--- src/rtl/jtldtest_pkg.sv ---
// Shared definitions for the SDRAM bank BIST: controller states, LFSR taps/seed
// and the Galois LFSR step function.
package jtldtest_pkg;

    typedef enum logic [2:0] {
        IDLE,
        WRITE,
        WAIT_W,
        READ,
        WAIT_R,
        DONE
    } state_e;

    localparam logic [15:0] LFSR_TAPS = 16'hB400;
    localparam logic [15:0] LFSR_SEED = 16'hACE1;

    // Galois form, shifting right: feedback taps applied when bit 0 falls out
    function automatic logic [15:0] lfsr_next(input logic [15:0] v);
        return {1'b0, v[15:1]} ^ (v[0] ? LFSR_TAPS : 16'h0000);
    endfunction

endpackage

--- src/rtl/jtldtest_lfsr.sv ---
// 16-bit pattern generator for the BIST; load has priority over advance.
module jtldtest_lfsr
    import jtldtest_pkg::*;
#(
    parameter logic [15:0] SEED = LFSR_SEED
) (
    input  logic        clk,
    input  logic        rst,
    input  logic        load_i,
    input  logic        adv_i,
    output logic [15:0] value_o
);

    logic [15:0] value_q;

    always_ff @(posedge clk or posedge rst) begin
        if (rst) begin
            value_q <= SEED;
        end else if (load_i) begin
            value_q <= SEED;
        end else if (adv_i) begin
            value_q <= lfsr_next(value_q);
        end
    end

    assign value_o = value_q;

endmodule

--- src/rtl/jtldtest_bist.sv ---
// SDRAM bank BIST: writes an LFSR pattern to every bank, reads it back and flags
// mismatching banks. Define JTLDTEST_ERRLOG_EN for error counters and first-fail capture.
module jtldtest_bist
    import jtldtest_pkg::*;
#(
    parameter int            BANKS = 4,
    parameter int            AW    = 22,
    parameter logic [AW-1:0] LAST  = 22'h3F_FFFF,
    parameter logic [15:0]   SEED  = LFSR_SEED
) (
    input  logic               clk,
    input  logic               rst,
    input  logic               start,
    input  logic               stop,
    output logic               busy,
    output logic               done,
    output logic [BANKS-1:0]   bad,
    output logic [8*BANKS-1:0] err_cnt,
    output logic [AW-1:0]      fail_addr,
    output logic [1:0]         fail_ba,
    output logic [AW-1:0]      ba_addr,
    output logic [BANKS-1:0]   ba_rd,
    output logic [BANKS-1:0]   ba_wr,
    output logic [15:0]        ba_din,
    output logic [1:0]         ba_din_m,
    input  logic [BANKS-1:0]   ba_ack,
    input  logic [BANKS-1:0]   ba_rdy,
    input  logic [15:0]        data_read,
    output logic               refresh_en
);

    state_e           state_q, state_d;
    logic [1:0]       bank_q, bank_d;
    logic [AW-1:0]    addr_q, addr_d;
    logic [BANKS-1:0] bad_q, bad_d;
    logic [BANKS-1:0] sel;
    logic             ack_cur, rdy_cur;
    logic             lfsr_load, lfsr_adv;
    logic             clear, mismatch, step, rd_phase;
    logic [15:0]      lfsr;

    jtldtest_lfsr #(.SEED(SEED)) u_lfsr (
        .clk     (clk),
        .rst     (rst),
        .load_i  (lfsr_load),
        .adv_i   (lfsr_adv),
        .value_o (lfsr)
    );

    // One-hot of the bank under test; handshakes from other banks are masked off
    assign sel     = BANKS'(1) << bank_q;
    assign ack_cur = |(ba_ack & sel);
    assign rdy_cur = |(ba_rdy & sel);

    always_ff @(posedge clk or posedge rst) begin
        if (rst) begin
            state_q <= IDLE;
            bank_q  <= '0;
            addr_q  <= '0;
            bad_q   <= '0;
        end else begin
            state_q <= state_d;
            bank_q  <= bank_d;
            addr_q  <= addr_d;
            bad_q   <= bad_d;
        end
    end

    always_comb begin
        state_d   = state_q;
        bank_d    = bank_q;
        addr_d    = addr_q;
        bad_d     = bad_q;
        lfsr_load = 1'b0;
        lfsr_adv  = 1'b0;
        clear     = 1'b0;
        mismatch  = 1'b0;
        step      = 1'b0;
        rd_phase  = 1'b0;
        unique case (state_q)
            IDLE, DONE: begin
                if (start) begin
                    state_d   = WRITE;
                    bank_d    = '0;
                    addr_d    = '0;
                    lfsr_load = 1'b1;
                    clear     = 1'b1;
                end
            end
            WRITE: begin
                if (stop)         state_d = IDLE;
                else if (ack_cur) state_d = WAIT_W;
            end
            WAIT_W: begin
                if (stop)         state_d = IDLE;
                else if (rdy_cur) step = 1'b1;
            end
            READ: begin
                if (stop)         state_d = IDLE;
                else if (ack_cur) state_d = WAIT_R;
            end
            WAIT_R: begin
                rd_phase = 1'b1;
                if (stop) begin
                    state_d = IDLE;
                end else if (rdy_cur) begin
                    step     = 1'b1;
                    mismatch = (data_read != lfsr);
                end
            end
            default: state_d = IDLE;
        endcase

        // Shared word advance for both phases; a seed reload overrides the step
        if (step) begin
            lfsr_adv = 1'b1;
            if (addr_q != LAST) begin
                addr_d  = addr_q + 1'b1;
                state_d = rd_phase ? READ : WRITE;
            end else begin
                addr_d = '0;
                if (bank_q == 2'(BANKS - 1)) begin
                    bank_d    = '0;
                    lfsr_load = 1'b1;
                    state_d   = rd_phase ? DONE : READ;
                end else begin
                    bank_d  = bank_q + 2'd1;
                    state_d = rd_phase ? READ : WRITE;
                end
            end
        end

        if (clear)         bad_d = '0;
        else if (mismatch) bad_d = bad_q | sel;
    end

    assign busy       = (state_q == WRITE) || (state_q == WAIT_W) ||
                        (state_q == READ)  || (state_q == WAIT_R);
    assign done       = (state_q == DONE);
    assign refresh_en = ~busy;
    assign bad        = bad_q;
    assign ba_addr    = addr_q;
    assign ba_wr      = (state_q == WRITE) ? sel : '0;
    assign ba_rd      = (state_q == READ)  ? sel : '0;
    assign ba_din     = (state_q == WRITE) ? lfsr : '0;
    assign ba_din_m   = (state_q == WRITE) ? 2'b00 : 2'b11;

`ifdef JTLDTEST_ERRLOG_EN
    logic [8*BANKS-1:0] err_cnt_q, err_cnt_d;
    logic [AW-1:0]      fail_addr_q;
    logic [1:0]         fail_ba_q;

    always_comb begin
        err_cnt_d = err_cnt_q;
        if (clear) begin
            err_cnt_d = '0;
        end else if (mismatch) begin
            for (int unsigned b = 0; b < BANKS; b++) begin
                if (sel[b] && err_cnt_q[8*b +: 8] != 8'hFF)
                    err_cnt_d[8*b +: 8] = err_cnt_q[8*b +: 8] + 8'd1;
            end
        end
    end

    // bad_q is all-zero until the first mismatch of a run
    always_ff @(posedge clk or posedge rst) begin
        if (rst) begin
            err_cnt_q   <= '0;
            fail_addr_q <= '0;
            fail_ba_q   <= '0;
        end else begin
            err_cnt_q <= err_cnt_d;
            if (clear) begin
                fail_addr_q <= '0;
                fail_ba_q   <= '0;
            end else if (mismatch && bad_q == '0) begin
                fail_addr_q <= addr_q;
                fail_ba_q   <= bank_q;
            end
        end
    end

    assign err_cnt   = err_cnt_q;
    assign fail_addr = fail_addr_q;
    assign fail_ba   = fail_ba_q;
`else
    assign err_cnt   = '0;
    assign fail_addr = '0;
    assign fail_ba   = '0;
`endif

endmodule
--- config.mk ---
export PLATFORM = sky130hd
export DESIGN_NAME = jtldtest_bist
export DESIGN_NICKNAME = d
export VERILOG_FILES = /design/src/rtl/jtldtest_pkg.sv /design/src/rtl/jtldtest_lfsr.sv /design/src/rtl/jtldtest_bist.sv
export SDC_FILE = /design/constraint.sdc
export NUM_CORES = 1
export LEC_CHECK = 0
export BUFFER_PORTS_ARGS = -buffer_cell sky130_fd_sc_hd__buf_2
export CAP_MARGIN = 40
export CORE_UTILIZATION = 45
export CTS_CLUSTER_DIAMETER = 120
export DETAILED_ROUTE_END_ITERATION = 12
export GPL_ROUTABILITY_DRIVEN = 0
export PLACE_DENSITY = 0.75
export SLEW_MARGIN = 5
export SYNTH_ARGS = -nofsm -noshare
export SYNTH_HDL_FRONTEND = slang
export SYNTH_SLANG_ARGS = --single-unit
--- constraint.sdc ---
create_clock -name clk -period 3.5 [get_ports clk]
set_input_delay 0.7 -clock clk [delete_from_list [all_inputs] [get_ports clk]]
set_output_delay 0.7 -clock clk [all_outputs]
set_load 0.01 [all_outputs]
==> results_dict.tcl <==
set metrics [dict create \
    clk_path_buf_depth 2 \
    synth.most_common_cell "buf_4" \
    grt_pass1_vias 2528 \
    max_cap_violations 0 \
    postSynth.asyncResetShare_pct 100 \
    relSlewSlack_pct 55.6 \
    reg2reg_from "bank_q[0]$_DFF_PP0_" \
    drive_above_1_share_pct 24.8 \
    fin_setup_tns_ns 0 \
    cts_made_buffers 5 \
    ctsHoldBuffers 0 \
    startpoint "bank_q[0]$_DFF_PP0_" \
    path_clk_slew_ns 0.09 \
    path_max_fanout 18 \
    crit_arrival_ns 2.84 \
    dp_hpwl_um 5570 \
    synthFlopType "dfrtp_1" \
    slew_viol_final 0 \
    ant_nets 0 \
    synth.cell_area_mm2 0.00336 \
    grt.met1_usage_pct 25.9 \
    critPathCapture "ba_addr[5]$_DFFE_PP0P_" \
    grt_pass1_wl_um 12100 \
    fin_util_pct 52.2 \
    synth_common_cells "59 x buf_4, 39 x dfrtp_1, 29 x nand2_1" \
    vias 2838 \
    grt_max_degree 40 \
    fin_worst_skew_ns 0.00928 \
    rsz0062_at_grt "no" \
    grt-busiest-layer "met2" \
    clock-sinks 47 \
    die_y_um 88.5 \
    status "completed" \
    period_needed_ns 2.63 \
    final_area_mm2 0.00378 \
    power_leakage_uw 0.00193 \
    antenna_found_initial 0 \
    first_pass_iters 4 \
    yosys-top-cells-area "dfrtp_1 29%, buf_4 13%, dfstp_2 6.3%" \
    die_area_mm2 0.00782 \
    viasPerCell 5.09 \
    worst_pin_slew_ns 0.667 \
    htree_levels 2 \
    r2r_slack_ns 0.87 \
    end_kind "flip-flop" \
    initial_core_util_pct 46.4 \
    syn2layout_area_growth_pct 12.5 \
    antennaDiodeCount 0 \
    seq_area_frac_synth_pct 35.3 \
    setup_viol 0 \
    reg2reg_depth 7 \
    ios 139 \
    fmax_ghz 0.380 \
    placed_area_mm2 0.00365 \
    synth_edf_count 0 \
    synth-seq-cells 47 \
    crit_required_ns 3.71 \
    post-cts-setup-buffers 0 \
    drc 0 \
    clock_latency_ns 0.31 \
    syn_avg_cell_area_um2 8.80 \
    min_path_type "in2async" \
    num_rows 31 \
    wl_per_cell_um 13.4 \
    timing.final.crit_share_pct 75.2 \
    grt_use_met2_pct 33.4 \
    cts_resized 0 \
    die_w_um 88.5 \
    core_area_mm2 0.00725 \
    ir_drop_uv 206 \
    synth_top_area_share_pct 29.0 \
    timing.rr.end "ba_addr[5]$_DFFE_PP0P_" \
    hold_viol_final 0 \
    ys_warn_count 0 \
    synth_cells 382 \
    grt_overflow 0 \
    finalWirelength_um 7480 \
    cts-root-buf "clkbuf_8" \
    first_iter_violations 107 \
    startpoint_type "flip-flop" \
    layout.nets 492 \
    portBuffers 82 \
    grt_use_total_pct 19.7 \
    yosys.area.top_type "dfrtp_1" \
    grt_use_met3_pct 4.01 \
    cts_tree "yes" \
    power_density_mw_per_mm2 508 \
    synth_cell_types 53 \
    criticalPathCategory "reg2reg" \
]
[worst max-delay path: stages, from the launching register on]
cell     delay [ns]
dfrtp_1        0.42
ha_1           0.34
a22o_1         0.27
o211a_1        0.45
nor2_2         0.45
buf_4          0.32
a21oi_1        0.06
o21ai_0        0.21
[metal layers]
| layer | wire, um | part of all wire, % |
|---|---|---|
| met5 | 0 | 0 |
| met4 | 82 | 1.1 |
| met3 | 384 | 5.1 |
| met2 | 3570 | 48 |
| met1 | 3440 | 46 |
[cell type report]
class / count / area [um^2]
Clock buffer: 5 / 68.8
Clock inverter: 3 / 67.6
Fill cell: 689 / 3470
Inverter: 15 / 56.3
Multi-Input combinational cell: 303 / 1830
Sequential cell: 47 / 1190
Tap cell: 99 / 124
Timing Repair Buffer: 86 / 453
[through the flow]
step,worst slack [ns],std cells,power (uW),hold slack (ns)
finish,0.869,558,1920,0.293
floorplan,1.46,437,1280,0.516
global route,0.690,558,2060,0.301
global placement,1.00,549,1430,0.492
detailed placement,0.866,550,1460,0.496
CTS,0.867,558,1930,0.296
[cell families after synthesis]
kind of cell	share of synthesized area [%]
flops	35.3
simple gates	23.4
xor+xnor	6.99
compound gates	15.2
fa+ha+maj	2.23
mux	0.298
buf+inv	16.5
other cells	0.112
[report_power, final]
group / internal, uW / leakage [uW] / switching, uW
logic: 302 / 0.00124 / 418
clock network: 285 / 0.0000644 / 193
registers: 617 / 0.000626 / 108
total: 1200 / 0.00193 / 720
[placed cells by master (no fill, tap or decap), types with 2 or more instances in the layout]
master,synthesis,routed
o21ai_0,14,14
ha_1,6,6
dfstp_2,8,8
xnor2_1,4,4
nand3_1,15,15
buf_4,59,3
and3b_1,3,3
o22ai_1,2,2
a21oi_1,8,8
a22o_1,11,11
bufinv_16,0,2
a21o_1,5,5
o31ai_1,2,2
nand4_1,8,8
nor3_1,4,4
or4_1,2,2
clkbuf_8,0,5
o2bb2ai_1,6,6
o21ai_1,4,4
nand2_1,29,29
a31oi_1,4,4
a21boi_0,2,2
or3_1,7,7
a22oi_1,2,2
nor3b_1,2,2
xor2_1,21,21
dfrtp_1,39,39
and2_1,25,25
nor4_1,6,6
o211ai_1,2,2
nor2_1,23,23
nand3_2,2,2
inv_1,15,14
a41oi_1,4,4
nand3b_1,2,2
conb_1,1,56
and3_1,6,6
buf_2,6,82
[flip-flops by register name (all words and copies together), names as in the netlist]
name	count
bad	4
u_lfsr.value_o	16
state_q	3
bank_q	2
ba_addr	22
[worst min path at each step]
| stage | start | end | slack (ns) |
|---|---|---|---|
| after detailed placement | bad[1]$_DFFE_PP0P_ | bad[1]$_DFFE_PP0P_ | 0.50 |
| after CTS | rst | ba_addr[0]$_DFFE_PP0P_ | 0.30 |
| after floorplan | u_lfsr.value_o[10]$_DFFE_PP1P_ | u_lfsr.value_o[10]$_DFFE_PP1P_ | 0.52 |
| final | rst | ba_addr[0]$_DFFE_PP0P_ | 0.29 |
| after global placement | bad[1]$_DFFE_PP0P_ | bad[1]$_DFFE_PP0P_ | 0.49 |
| after global routing | rst | ba_addr[0]$_DFFE_PP0P_ | 0.30 |
Note: power is estimated with default switching activity, not from simulation.
